### src/rtl/bcd_to_bin.sv
// Sequential MSD-first BCD-to-binary converter for the time-set path.
// Optional final-value range check against MAX_VALUE: define BCD_TO_BIN_RANGE_CHECK_EN.
module bcd_to_bin #(
  parameter int DIGITS    = 2,
  parameter int OUT_W     = 6,
  parameter int MAX_VALUE = 59
) (
  input  logic             i_clk,
  input  logic             i_reset,
  input  logic             i_start,
  input  logic [3:0]       i_digit,
  input  logic             i_digit_valid,
  output logic             o_digit_ready,
  output logic [OUT_W-1:0] o_bin,
  output logic             o_valid,
  output logic             o_error,
  output logic             o_busy
);

  localparam int ACC_W = OUT_W + 4;
  localparam int CNT_W = $clog2(DIGITS + 1);

  typedef enum logic [1:0] {
    ST_IDLE    = 2'd0,
    ST_COLLECT = 2'd1,
    ST_DONE    = 2'd2,
    ST_ERROR   = 2'd3
  } state_t;

  state_t           r_state;
  state_t           w_next_state;
  logic [ACC_W-1:0] r_acc;
  logic [CNT_W-1:0] r_count;
  logic [OUT_W-1:0] r_bin;

  logic [ACC_W-1:0] w_next_acc;
  logic             w_xfer;
  logic             w_last;
  logic             w_bad_digit;
  logic             w_overflow;
  logic             w_range_bad;
  logic             w_load_bin;

  // Handshake: a digit transfers on a rising edge where i_digit_valid and
  // o_digit_ready are both high and i_start is low; i_digit must be stable then.
  always_comb begin
    w_next_acc  = (r_acc << 3) + (r_acc << 1) + {{OUT_W{1'b0}}, i_digit};
    w_xfer      = (r_state == ST_COLLECT) && i_digit_valid && !i_start;
    w_last      = (r_count == CNT_W'(DIGITS - 1));
    w_bad_digit = (i_digit > 4'd9);
    w_overflow  = (w_next_acc[ACC_W-1:OUT_W] != 4'd0);
`ifdef BCD_TO_BIN_RANGE_CHECK_EN
    w_range_bad = (w_next_acc > ACC_W'(MAX_VALUE));
`else
    w_range_bad = 1'b0;
`endif
    w_load_bin  = w_xfer && w_last && !w_bad_digit && !w_overflow && !w_range_bad;
  end

  always_comb begin
    w_next_state = r_state;
    case (r_state)
      ST_IDLE:    w_next_state = ST_IDLE;
      ST_COLLECT: begin
        if (w_xfer) begin
          if (w_bad_digit || w_overflow) begin
            w_next_state = ST_ERROR;
          end else if (w_last) begin
            w_next_state = w_range_bad ? ST_ERROR : ST_DONE;
          end
        end
      end
      ST_DONE:    w_next_state = ST_IDLE;
      ST_ERROR:   w_next_state = ST_ERROR;
      default:    w_next_state = ST_IDLE;
    endcase
    // Start overrides everything below reset, including the DONE->IDLE return.
    if (i_start) begin
      w_next_state = ST_COLLECT;
    end
  end

  always_ff @(posedge i_clk) begin
    if (i_reset) begin
      r_state <= ST_IDLE;
      r_acc   <= '0;
      r_count <= '0;
      r_bin   <= '0;
    end else begin
      r_state <= w_next_state;
      if (i_start) begin
        r_acc   <= '0;
        r_count <= '0;
      end else if (w_xfer) begin
        r_acc   <= w_next_acc;
        r_count <= r_count + 1'b1;
      end
      if (w_load_bin) begin
        r_bin <= w_next_acc[OUT_W-1:0];
      end
    end
  end

  assign o_digit_ready = (r_state == ST_COLLECT);
  assign o_busy        = (r_state == ST_COLLECT);
  assign o_valid       = (r_state == ST_DONE);
  assign o_error       = (r_state == ST_ERROR);
  assign o_bin         = r_bin;

endmodule

### config.mk
export PLATFORM = sky130hd
export DESIGN_NAME = bcd_to_bin
export DESIGN_NICKNAME = d
export VERILOG_FILES = /design/src/rtl/bcd_to_bin.sv
export SDC_FILE = /design/constraint.sdc
export NUM_CORES = 1
export LEC_CHECK = 0
export ABC_CLOCK_PERIOD_IN_PS = 3600
export CAP_MARGIN = 20
export CORE_UTILIZATION = 48
export CTS_BUF_LIST = sky130_fd_sc_hd__clkbuf_4 sky130_fd_sc_hd__clkbuf_8 sky130_fd_sc_hd__clkbuf_16
export CTS_CLUSTER_SIZE = 10
export DETAILED_ROUTE_END_ITERATION = 12
export HOLD_SLACK_MARGIN = 0.1
export PLACE_DENSITY = 0.74
export SLEW_MARGIN = 25
export SYNTH_ARGS = -nofsm -noshare
export SYNTH_HDL_FRONTEND = slang
export SYNTH_SLANG_ARGS = --single-unit
### constraint.sdc
create_clock -name i_clk -period 3.6 [get_ports i_clk]
set_clock_uncertainty 0.15 [all_clocks]
set_input_delay 1.08 -clock i_clk [delete_from_list [all_inputs] [get_ports i_clk]]
set_output_delay 1.08 -clock i_clk [all_outputs]
set_load 0.005 [all_outputs]
-- After elaboration in Yosys (flattened, before gate mapping)
Index checks and enable logic that the tools add are counted.
- reduce and logical (&&, ||, !) cells: 15
- $add $sub $neg: 3
- eq/ne operators: 8
- div/mod/pow operators: 0
- $mul: 0
- bitwise logic cells: 0
- order comparisons: 1
- shift operators: 0
- multiplexer cells: 5
- operator list (operator ; count):
    10-bit adder ; 1
    10-bit by 4-bit adder with 10-bit output ; 1
    2-bit two-way mux ; 3
    2-bit case mux with 3 select lines ; 1
    1-bit logical AND ; 5
    2-bit by 1-bit equality test with 1-bit output, second input constant ; 2
    2-bit equality test, second input constant ; 2
    4-bit > comparator, second input constant ; 1
    4-bit by 2-bit inequality test with 1-bit output, second input constant ; 1
    2-bit AND reduction ; 2
    4-bit nonzero test ; 1
    2-bit OR reduction ; 2
    1-bit zero test ; 3
    3-bit by 1-bit inequality test with 1-bit output, second input constant ; 1
    3-bit by 2-bit inequality test with 1-bit output, second input constant ; 1
    2-bit by 1-bit adder with 2-bit output, second input constant ; 1
    2-bit zero test ; 1
    2-bit by 1-bit inequality test with 1-bit output, second input constant ; 1
    1-bit logical OR ; 1
    1-bit two-way mux ; 1
- word-level logic and storage cells: 37
- register bits: 19
- memory bits (writable): 0
- output and inout port bits: 10
- bits in latches: 0
- memories: 0
- bits in read-only memories: 0
- input port bits: 8

-- Longest topological paths before layout
- word-level depth: 8
- depth in mapped cells: 10

-- Least setup slack after synthesis
OpenSTA, ideal clock, no wires.
- path kind: input -> register
- from: input port i_digit[3]
- to: register r_bin[4], in the netlist o_bin[4]
- path buffers: 0
- stages: 9
- setup time: 0.123 ns
- setup slack: -0.026 ns
- data required time: 3.327 ns
- data arrival time: 3.353 ns
- cell sequence: inv_1 -> fa_1 -> fa_1 -> nand2b_1 -> a21oi_1 -> nand4_1 -> a21o_1 -> nor3_4 -> mux2_1
- longest elaborated chain between the ends: 4
- RTL lines (what ; line ; RTL):
    from (decl) ; 11 ; input logic [3:0] i_digit,
    10-bit by 4-bit adder with 10-bit output or 4-bit > comparator (tied branches) ; 47, 50 ;
    4-bit nonzero test or 1-bit zero test (tied branches) ; 51, 57 ;
    1-bit zero test or 1-bit logical AND (tied branches) ; 57 ; w_load_bin = w_xfer && w_last && !w_bad_digit && !w_overflow && !w_range_bad;
    1-bit logical AND ; 57 ;
    to (signal assigned) ; 99 ; r_bin <= w_next_acc[OUT_W-1:0];
    to (decl) ; 34 ; logic [OUT_W-1:0] r_bin;
Parallel ways exist; a longest one is shown, timed or not.
A chain may end at the register's enable or synchronous reset.

-- Final worst setup path
Ends and elaborated chain as after synthesis.

==> impl_metrics.json <==
{
  "status": "finished, final reports clean",
  "period_needed_ps": 3510,
  "rows": 18,
  "initial_utilization": 0.512,
  "die_area_um2": 2850,
  "path_cells": "clkbuf_2 -> inv_2 -> fa_1 -> buf_4 -> fa_2 -> nand2b_4 -> a21oi_4 -> or4b_4 -> a21o_1 -> nor3_4 -> mux2_4",
  "vias": 1213,
  "synth-seq-area-share": 0.300,
  "avgSynthCellArea_um2": 8.57,
  "ff2ff_path_depth": 10,
  "diodes": 0,
  "rsz0062_at_grt": "false",
  "grt_pass1_vias": 1183,
  "core_um2": 2480,
  "final_cell_area_um2": 1720,
  "cp_slowest_stage_delay_ps": 530,
  "syn_nets": 173,
  "synthTopCellsByArea": "dfxtp_1 (30%), ha_1 (15%), a21oi_1 (6.3%)",
  "p_leak_nw": 0.765,
  "holdPathStages": 2,
  "worst_slack_ps": 91.4,
  "r2r-end": "o_bin[4]$_SDFFE_PP0P_",
  "cts_buffers": 3,
  "drt_iter0_drc": 39,
  "dieHeight_um": 53.4,
  "post-synth-top-area-cell": "dfxtp_1",
  "synth_common_cells": "dfxtp_1 (19), a21oi_1 (16), ha_1 (15), nor2_1 (15), nand2_1 (13)",
  "placed_area_um2": 1600,
  "r2r_slack_ps": 480,
  "cp-end-kind": "flip-flop",
  "worst_slew_pin_slew_ps": 407,
  "drv_slew": 0,
  "grtUsageMet3": 0.0460,
  "worst_ep_arrival_time_ps": 3560,
  "holdWs_ps": 332,
  "critPathSlowestCell": "fa_1",
  "cts_tree": "built",
  "dp_hpwl_um": 2300,
  "yosys.area.top_type_share": 0.300,
  "path_class": "in -> reg",
  "clk_pin_slew_ps": 110,
  "cts.sink_count": 19,
  "fillCellCount": 210,
  "antenna_found_initial": 0,
  "ys_ff_latch": 19,
  "wl_per_cell_um": 14.6,
  "finalCritPeriodShare": 0.975,
  "clk_path_buf_depth": 2,
  "place_inst": 206,
  "critPathLaunch": "i_digit[3]",
  "die_x_um": 53.4,
  "setup_viol": 0,
  "power_density_nw_per_um2": 230,
  "synth-edff-count": 0,
  "path_delay_family": "simple AND/OR/NAND/NOR gates",
  "route.detailed.drc": 0,
  "clock_latency_ps": 300,
  "synthCells": 148,
  "drtAntennaViolNets": 0,
  "async_reset_ff_frac": 0,
  "grt_start_max_net_pins": 12,
  "htreeDepth": 1,
  "cp_num_buf_inv": 3,
  "area_delta_synth_final_pct": 35.3,
  "crit_required_ps": 3660,
  "synth.most_common_cell": "dfxtp_1",
  "grt_first_pass_wirelength_um": 5110,
  "slew_headroom": 0.727,
  "grt_use_met1": 0.308,
  "met2_usage": 0.433,
  "critPathLaunchType": "input port",
  "synth_ff_type": "dfxtp_1",
  "wl_um": 3150,
  "routed_via_density": 5.64,
  "hold_path_end": "r_acc[7]$_SDFFE_PP0P_",
  "drive_gt1_frac": 0.243,
  "fin_nets": 211,
  "finalSetupTns_ps": 0,
  "cts-root-buf": "clkbuf_4",
  "finalHoldViolCount": 0,
  "overflow": 0,
  "reg2reg_from": "r_acc[2]$_SDFFE_PP0P_",
  "critPathMaxFanout": 3,
  "gp_congestion": 0.800,
  "port-buffer-count": 17,
  "grt_usage": 0.248,
  "syn-cell-area_um2": 1270,
  "synth_cell_type_count": 33,
  "final_cells": 215,
  "first_pass_iters": 7,
  "synth_warnings": 0,
  "dp_worst_setup_slack_ps": -586,
  "fmax_mhz": 285,
  "grt.busiest_layer": "met2",
  "p_total_mw": 0.395,
  "postLayoutCoreUtil": 0.693,
  "maxCapViolations": 0,
  "ioPinCount": 18,
  "min_path_type": "reg -> reg",
  "hold_start": "r_acc[7]$_SDFFE_PP0P_",
  "max-vdd-ir-drop_mv": 0.316
}
[where the power goes]
part | switching [mW] | internal (mW) | leakage (nW)
sequential | 0.00277 | 0.213 | 0.154
clock | 0.0682 | 0.0507 | 0.0184
combinational | 0.0313 | 0.0293 | 0.593
total | 0.102 | 0.293 | 0.765
[worst min-delay path: stages, from the launching register on]
cell and delay (ps):
dfxtp_1 330, nand2_1 60, a21oi_1 60
[timing repair]
action,4_1_cts,5_1_grt
setup endpoints to repair,8,6
pin swaps,12,11
gates cloned,0,0
gates resized for setup,10,7
setup buffers,3,2
hold buffers,0,0
[layout by cell type, fill, tap and decap left out, drive strengths merged, types with 2 or more instances in the layout]
| master | netlist | final |
|---|---|---|
| a211oi | 5 | 5 |
| nor3 | 2 | 2 |
| xnor2 | 5 | 5 |
| mux2 | 2 | 2 |
| clkdlybuf4s50 | 0 | 14 |
| nor2 | 15 | 15 |
| xor2 | 7 | 7 |
| a21oi | 17 | 17 |
| fa | 2 | 2 |
| o21ai | 3 | 3 |
| a21o | 3 | 3 |
| nand2 | 13 | 13 |
| inv | 8 | 8 |
| buf | 1 | 21 |
| and2 | 2 | 2 |
| o31ai | 4 | 4 |
| nand4 | 4 | 4 |
| clkbuf | 4 | 5 |
| dfxtp | 19 | 19 |
| ha | 15 | 15 |
| nor2b | 6 | 6 |
[registers in the layout (all words and copies together) (netlist names)]
signal   count
o_bin        6
r_count      2
r_acc        9
r_state      2
[how the worst max path moves through the flow]
stage | end | cells after the start
floorplan | o_bin[4]$_SDFFE_PP0P_ | 9
detailed placement | o_bin[4]$_SDFFE_PP0P_ | 11
CTS | o_bin[4]$_SDFFE_PP0P_ | 11
finish | o_bin[4]$_SDFFE_PP0P_ | 11
global placement | o_bin[4]$_SDFFE_PP0P_ | 11
global route | o_bin[4]$_SDFFE_PP0P_ | 11
[final cells by class]
type                    count  area (µm²)  area share
repair buffers             38         324       0.189
multi-input cells         116         915       0.533
well taps                  30        37.5      0.0219
flip-flops and latches     19         380       0.222
clock buffers               4        30.0      0.0175
inverters                   8        30.0      0.0175
[cell families (layout without fill, tap and decap cells)]
logic type / Yosys count / in the layout / share of synthesized area
AOI/OAI and AO/OA: 38 / 38 / 0.190
xor gates and xnor gates: 12 / 12 / 0.0828
adders and majority gates: 17 / 17 / 0.179
buffers and inverters: 13 / 50 / 0.0414
DFF: 19 / 19 / 0.300
muxes: 2 / 2 / 0.0178
and+or+nand+nor: 47 / 47 / 0.188
[metal layers]
layer  up-vias  part of all wire
met5         -                 0
met4         0             0.015
met3         6             0.040
met2        39              0.51
met1       569              0.43
li1        599                 -
Power figures use the tool's default switching activity.
